===== config.mk =====
export PLATFORM = sky130hd
export DESIGN_NAME = td4_core_p_flat
export DESIGN_NICKNAME = d
export VERILOG_FILES = /design/src/rtl/td4_core_p_if.sv /design/src/rtl/td4_core_p.sv /design/src/flat_wrapper.sv
export SDC_FILE = /design/constraint.sdc
export NUM_CORES = 1
export LEC_CHECK = 0
export CORE_MARGIN = 2
export CORE_UTILIZATION = 55
export DETAILED_ROUTE_END_ITERATION = 10
export HOLD_SLACK_MARGIN = 0.1
export PLACE_DENSITY_LB_ADDON = 0.2
export RECOVER_POWER = 100
export SETUP_SLACK_MARGIN = 0.02
export SYNTH_ARGS = -nofsm -noshare
export SYNTH_HDL_FRONTEND = slang
export SYNTH_SLANG_ARGS = --single-unit

===== constraint.sdc =====
create_clock -name clock -period 4.8 [get_ports clock]
set_input_delay 0.72 -clock clock [delete_from_list [all_inputs] [get_ports clock]]
set_output_delay 0.72 -clock clock [all_outputs]
set_load 0.005 [all_outputs]

===== src/rtl/td4_core_p_if.sv =====
// Control, program-load and output-port signals of the TD4 core.
// The bench drives through master; the core sits on slave.
interface td4_core_p_if #(
    parameter int DATA_W = 4
);
    localparam int IW = 4 + DATA_W;

    logic              run;
    logic              step;
    logic [DATA_W-1:0] sw;
    logic              prog_we;
    logic [DATA_W-1:0] prog_addr;
    logic [IW-1:0]     prog_data;
    logic [DATA_W-1:0] LED;
    logic [DATA_W-1:0] debug;
    logic              halted;

    modport master (
        output run, step, sw, prog_we, prog_addr, prog_data,
        input  LED, debug, halted
    );

    modport slave (
        input  run, step, sw, prog_we, prog_addr, prog_data,
        output LED, debug, halted
    );
endinterface


===== src/rtl/td4_core_p.sv =====
// TD4-style 4-bit CPU: one instruction per exec cycle (free-run or stepped).
// Program RAM writes take priority and suppress execution for that cycle.
module td4_core_p #(
    parameter int DATA_W = 4
) (
    input  logic        clock,
    input  logic        reset,
    td4_core_p_if.slave bus
);
    localparam int IW    = 4 + DATA_W;
    localparam int DEPTH = 2 ** DATA_W;

    typedef enum logic [3:0] {
        OP_ADD_A  = 4'b0000,
        OP_MOV_AB = 4'b0001,
        OP_IN_A   = 4'b0010,
        OP_MOV_A  = 4'b0011,
        OP_MOV_BA = 4'b0100,
        OP_ADD_B  = 4'b0101,
        OP_IN_B   = 4'b0110,
        OP_MOV_B  = 4'b0111,
        OP_OUT_B  = 4'b1001,
        OP_OUT_I  = 4'b1011,
        OP_HLT    = 4'b1101,
        OP_JNC    = 4'b1110,
        OP_JMP    = 4'b1111
    } op_e;

    logic [IW-1:0]     mem_q [DEPTH];
    logic [DATA_W-1:0] a_q, a_d, b_q, b_d, out_q, out_d, pc_q, pc_d;
    logic              c_q, c_d, h_q, h_d, step_q;

    logic              exec;
    logic [IW-1:0]     instr;
    op_e               op;
    logic [DATA_W-1:0] imm;
    logic [DATA_W:0]   sum_a, sum_b;

    assign exec  = !h_q && !bus.prog_we && (bus.run || (bus.step && !step_q));
    assign instr = mem_q[pc_q];
    assign op    = op_e'(instr[IW-1:DATA_W]);
    assign imm   = instr[DATA_W-1:0];
    assign sum_a = {1'b0, a_q} + {1'b0, imm};
    assign sum_b = {1'b0, b_q} + {1'b0, imm};

    // RAM is deliberately outside the reset domain so a loaded program survives reset.
    always_ff @(posedge clock) begin
        if (bus.prog_we) begin
            mem_q[bus.prog_addr] <= bus.prog_data;
        end
    end

    always_comb begin
        a_d   = a_q;
        b_d   = b_q;
        out_d = out_q;
        pc_d  = pc_q;
        c_d   = c_q;
        h_d   = h_q;
        if (exec) begin
            c_d  = 1'b0;
            pc_d = pc_q + DATA_W'(1);
            case (op)
                OP_ADD_A:  {c_d, a_d} = sum_a;
                OP_MOV_AB: a_d = b_q;
                OP_IN_A:   a_d = bus.sw;
                OP_MOV_A:  a_d = imm;
                OP_MOV_BA: b_d = a_q;
                OP_ADD_B:  {c_d, b_d} = sum_b;
                OP_IN_B:   b_d = bus.sw;
                OP_MOV_B:  b_d = imm;
                OP_OUT_B:  out_d = b_q;
                OP_OUT_I:  out_d = imm;
                OP_JNC:    if (!c_q) pc_d = imm;
                OP_JMP:    pc_d = imm;
                OP_HLT: begin
                    h_d  = 1'b1;
                    pc_d = pc_q;
                end
                default: ;
            endcase
        end
    end

    always_ff @(posedge clock or negedge reset) begin
        if (!reset) begin
            a_q    <= '0;
            b_q    <= '0;
            out_q  <= '0;
            pc_q   <= '0;
            c_q    <= 1'b0;
            h_q    <= 1'b0;
            step_q <= 1'b0;
        end else begin
            a_q    <= a_d;
            b_q    <= b_d;
            out_q  <= out_d;
            pc_q   <= pc_d;
            c_q    <= c_d;
            h_q    <= h_d;
            step_q <= bus.step;
        end
    end

    assign bus.LED    = out_q;
    assign bus.debug  = pc_q;
    assign bus.halted = h_q;
endmodule


===== src/flat_wrapper.sv =====
// flat-port wrapper written by rule: the top's interface ports become plain ports
module td4_core_p_flat 
#(
    parameter int DATA_W = 4
)
  (clock, reset, bus_run, bus_step, bus_sw, bus_prog_we, bus_prog_addr, bus_prog_data, bus_LED, bus_debug, bus_halted);
  td4_core_p_if #(.DATA_W(DATA_W)) bus_i ();
  input  logic clock;
  input  logic reset;
  input wire logic [$bits(bus_i.run)-1:0] bus_run;
  input wire logic [$bits(bus_i.step)-1:0] bus_step;
  input wire logic [$bits(bus_i.sw)-1:0] bus_sw;
  input wire logic [$bits(bus_i.prog_we)-1:0] bus_prog_we;
  input wire logic [$bits(bus_i.prog_addr)-1:0] bus_prog_addr;
  input wire logic [$bits(bus_i.prog_data)-1:0] bus_prog_data;
  output wire logic [$bits(bus_i.LED)-1:0] bus_LED;
  output wire logic [$bits(bus_i.debug)-1:0] bus_debug;
  output wire logic [$bits(bus_i.halted)-1:0] bus_halted;
  assign bus_i.run = bus_run;
  assign bus_i.step = bus_step;
  assign bus_i.sw = bus_sw;
  assign bus_i.prog_we = bus_prog_we;
  assign bus_i.prog_addr = bus_prog_addr;
  assign bus_i.prog_data = bus_prog_data;
  assign bus_LED = bus_i.LED;
  assign bus_debug = bus_i.debug;
  assign bus_halted = bus_i.halted;
  td4_core_p #(.DATA_W(DATA_W)) u_core (.clock(clock), .reset(reset), .bus(bus_i));
endmodule

==> metrics.md <==
| Metric | Value |
|---|---|
| Pwr Density | `670.1 nW/um^2` |
| Post-Synth Adder-Cell Area | `between 2 and 2.5%` |
| H-tree depth | `4` |
| Compound-Gate Fraction of Synth Area | `8.171%` |
| FF-to-FF setup slack | `about 0.85 ns` |
| Final hold slack | `0.4691 ns` |
| CP Buf/Inv Count | `1` |
| RSZ-0062 raised after global routing | `no` |
| Residual DRC | `0` |
| P_leak | `2.617 nW` |
| Final period util | `~82%` |
| XOR/XNOR Fraction of Synth Area | `less than 1%` |
| Count of filler cells inserted in the layout | `820` |
| Synth cell types | `53` |
| Slew Viols, Final | `18` |
| CP Launch Type | `flip-flop` |
| Initial antenna violation count | `0` |
| Clock Skew | `0.007885 ns` |
| Share of layout cells above drive strength 1 | `15.70%` |
| CTS tree | `yes` |
| Root buffer cell | `clkbuf_16` |
| Async set-reset flop share out of synthesis | `about an eighth` |
| Max clock buf depth | `2` |
| Worst Setup Path Type | `reg2reg` |
| Critical-path top delay cell | `dfrtp_1` |
| Seq/Total Area, Yosys | `67.16%` |
| Pin count of the biggest net entering global routing | `25` |
| Initial DRC Count | `roughly 380` |
| Core Footprint | `11420 sq um` |
| CP peak stage delay | `1.25 ns` |
| WL per Instance | `23.79 um` |
| M2 GR Usage | `36.83%` |
| Detail Route Antenna Nets | `0` |
| Cell Rows | `39` |
| Worst path cell trace | `buf_4 > mux4_2 > a22oi_1 > nand2_1 > nor3_1 > mux2_2` |
| Die ar. | `about 13000 sq um` |
| Pre-Repair DR Iteration Count | `5` |
| HP Class | `reg2reg` |
| MaxCap Viol Count | `2` |
| # clock sinks | `147` |
| Sequential Area | `4319 sq um` |
| Postcts setup bufs | `0` |
| EDFF count, synth | `128` |
| Synth warnings | `0` |
| Remaining Overflow, GRT | `0` |
| Synth Flop Type | `edfxtp_1` |
| Tightest Pin Transition | `between 1.5 and 2 ns` |
| Post-CTS Resized | `0` |
| CP top delay family | `flip-flops` |
| Synth Instances | `386` |
| Crit path arrival time | `4.25 ns` |
| Failing checks | `max-capacitance violations, max-slew violations` |
| Hpwl dp | `9113 um` |
| Die H | `around 110 um` |
| Main combinational cell family by area after synthesis | `multiplexers` |
| Input/output buffers | `29` |
| GRT Total Usage | `23.17%` |
| Synth Cell Area | `6431 sq um` |
| Setup crit end kind | `flip-flop` |
| Layout area overhead | `15.72%` |
| Tmin final | `3.952 ns` |
| GPL Wtd Cong | `approximately 0.83` |
| Highest Clock Rate | `253.0 MHz` |
| Hold bufs inserted after CTS | `0` |
| Met3 GRT Util | `around 6.6%` |
| N_diodes | `0` |
| Post-synthesis mux area share | `~14%` |
| Critical Path RT | `5.10 ns` |
| Total Neg Setup Slack | `0 ns` |
| Final hold vios | `0` |
| Maximum VDD drop | `0.4288 mV` |
| Via count | `3603` |
| Crit-path max FO | `23` |
| First-pass GRT wire length | `21170 um` |
| Syn_nets | `418` |
| Routed Wire Length | `between 10000 and 15000 um` |
| Worst skew pair latency | `0.42 ns` |
| Mean Syn Cell Area | `between 15 and 20 sq um` |
| Initial Utilization | `56.32%` |
| Status | `finished, violations left` |
| Rel. slew slack | `-20.31%` |
| #FFs+latches synth | `147` |
| CTS buffer count | `17` |
| Endpoints failing setup | `0` |
| Global route hottest layer | `met2` |
| Synth Area in Simple Gates | `4.942%` |
| Vias in the first global route | `approximately 3800` |
| Reg clk slew, reported paths | `0.06 ns` |
| Post-DR vias/cell | `6.255` |
| IO Count | `30` |
| Net count, final | `around 450` |
| Multi-input gate area | `around 1900 sq um` |
| Die W | `112.1 um` |
| Met1 GRT Util | `between 30% and 40%` |
worst register-to-register path, stage by stage, from the launching register on:
cell and delay (ns):
dfrtp_1 1.25, buf_4 0.39, mux4_2 0.58, a22oi_1 0.27, nand2_1 0.17, nor3_1 0.77
mux2_2 0.42
per-stage QoR:
step                      instances  cell area [sq um]  util [%]  power [mW]  worst slack [ns]
after floorplan                 386               6431         -       3.130             1.739
after global placement          544               6825     59.77       3.528             1.397
after detailed placement        544               6825     59.77       3.580             1.359
after CTS                       576               7493     65.63       5.066             1.351
after global routing            576               7442     65.18       5.261            0.5356
final                           576               7442     65.18       4.987            0.8482
synthesized netlist by cell type, drive strengths merged, types with 7 or more instances:
cell | n | share of area [%]
a21oi | 15 | 1.2
a221oi | 14 | 2.3
a22oi | 7 | 0.89
buf | 16 | 2.0
dfrtp | 19 | 7.4
edfxtp | 128 | 60
ha | 9 | 1.8
mux2 | 9 | 1.7
mux2i | 41 | 6.4
mux4 | 18 | 6.3
nand2 | 19 | 1.2
nor2 | 17 | 0.99
o21ai | 16 | 1.2
state kept, by name (all words and copies together) (netlist names):
register / flops
u_core.c_q: 1
u_core.bus.LED: 4
u_core.bus.debug: 4
u_core.mem_q: 128
u_core.step_q: 1
u_core.bus.halted: 1
u_core.b_q: 4
u_core.a_q: 4
area by class of cell:
cell class / instances / share of cell area [%]
Multi-Input combinational cell: 215 / 25.86
Sequential cell: 147 / 58.04
Tap cell: 143 / 2.404
Timing Repair Buffer: 33 / 4.422
Clock buffer: 17 / 5.716
Inverter: 6 / 0.3026
Clock inverter: 15 / 3.262
per-layer routing:
metal,vias up,wire (um)
met1,1821,5643
met5,-,0
li1,1602,-
met2,145,6732
met3,35,884
met4,0,441
power breakdown:
group | leakage, nW | switching (mW) | internal, mW
Sequential | 1.39 | 0.160 | 1.48
Clock | 0.320 | 0.544 | 0.939
Combinational | 0.908 | 1.01 | 0.851
Total | 2.62 | 1.71 | 3.27
logic make-up (layout without fill, tap and decap cells):
kind of cell,count (synthesis),after routing
adder cells (fa/ha/maj),11,11
buffers and inverters,24,71
XOR/XNOR,4,4
flip-flops,147,147
AO/OA/AOI/OAI,70,70
AND/OR/NAND/NOR,62,62
multiplexers,68,68
worst paths after layout:
check                               startpoint           endpoint  cells past startpoint
setup / recovery           u_core.bus.debug[0]      u_core.a_q[0]                      6
hold / removal               u_core.bus.LED[1]  u_core.bus.LED[1]                      2
setup reg to reg           u_core.bus.debug[0]      u_core.a_q[0]                      6
hold reg to reg              u_core.bus.LED[1]  u_core.bus.LED[1]                      2
max in group asynchronous                reset      u_core.b_q[0]                      1
min in group asynchronous                reset      u_core.b_q[2]                      1
cells in the final DEF (no fill, tap or decap), types with 5 or more instances in the layout:
| cell | count |
|---|---|
| a21oi_1 | 15 |
| clkdlybuf4s50_1 | 10 |
| dfrtp_1 | 19 |
| mux2i_1 | 41 |
| nor3_1 | 5 |
| a221oi_1 | 10 |
| dlygate4sd3_1 | 19 |
| bufinv_16 | 5 |
| clkbuf_16 | 17 |
| o21ai_0 | 15 |
| ha_1 | 9 |
| mux4_2 | 18 |
| inv_1 | 5 |
| nor2_1 | 17 |
| mux2_2 | 5 |
| nand2_1 | 18 |
| edfxtp_1 | 128 |
| a22oi_1 | 7 |
Note: power is estimated with default switching activity, not from simulation.
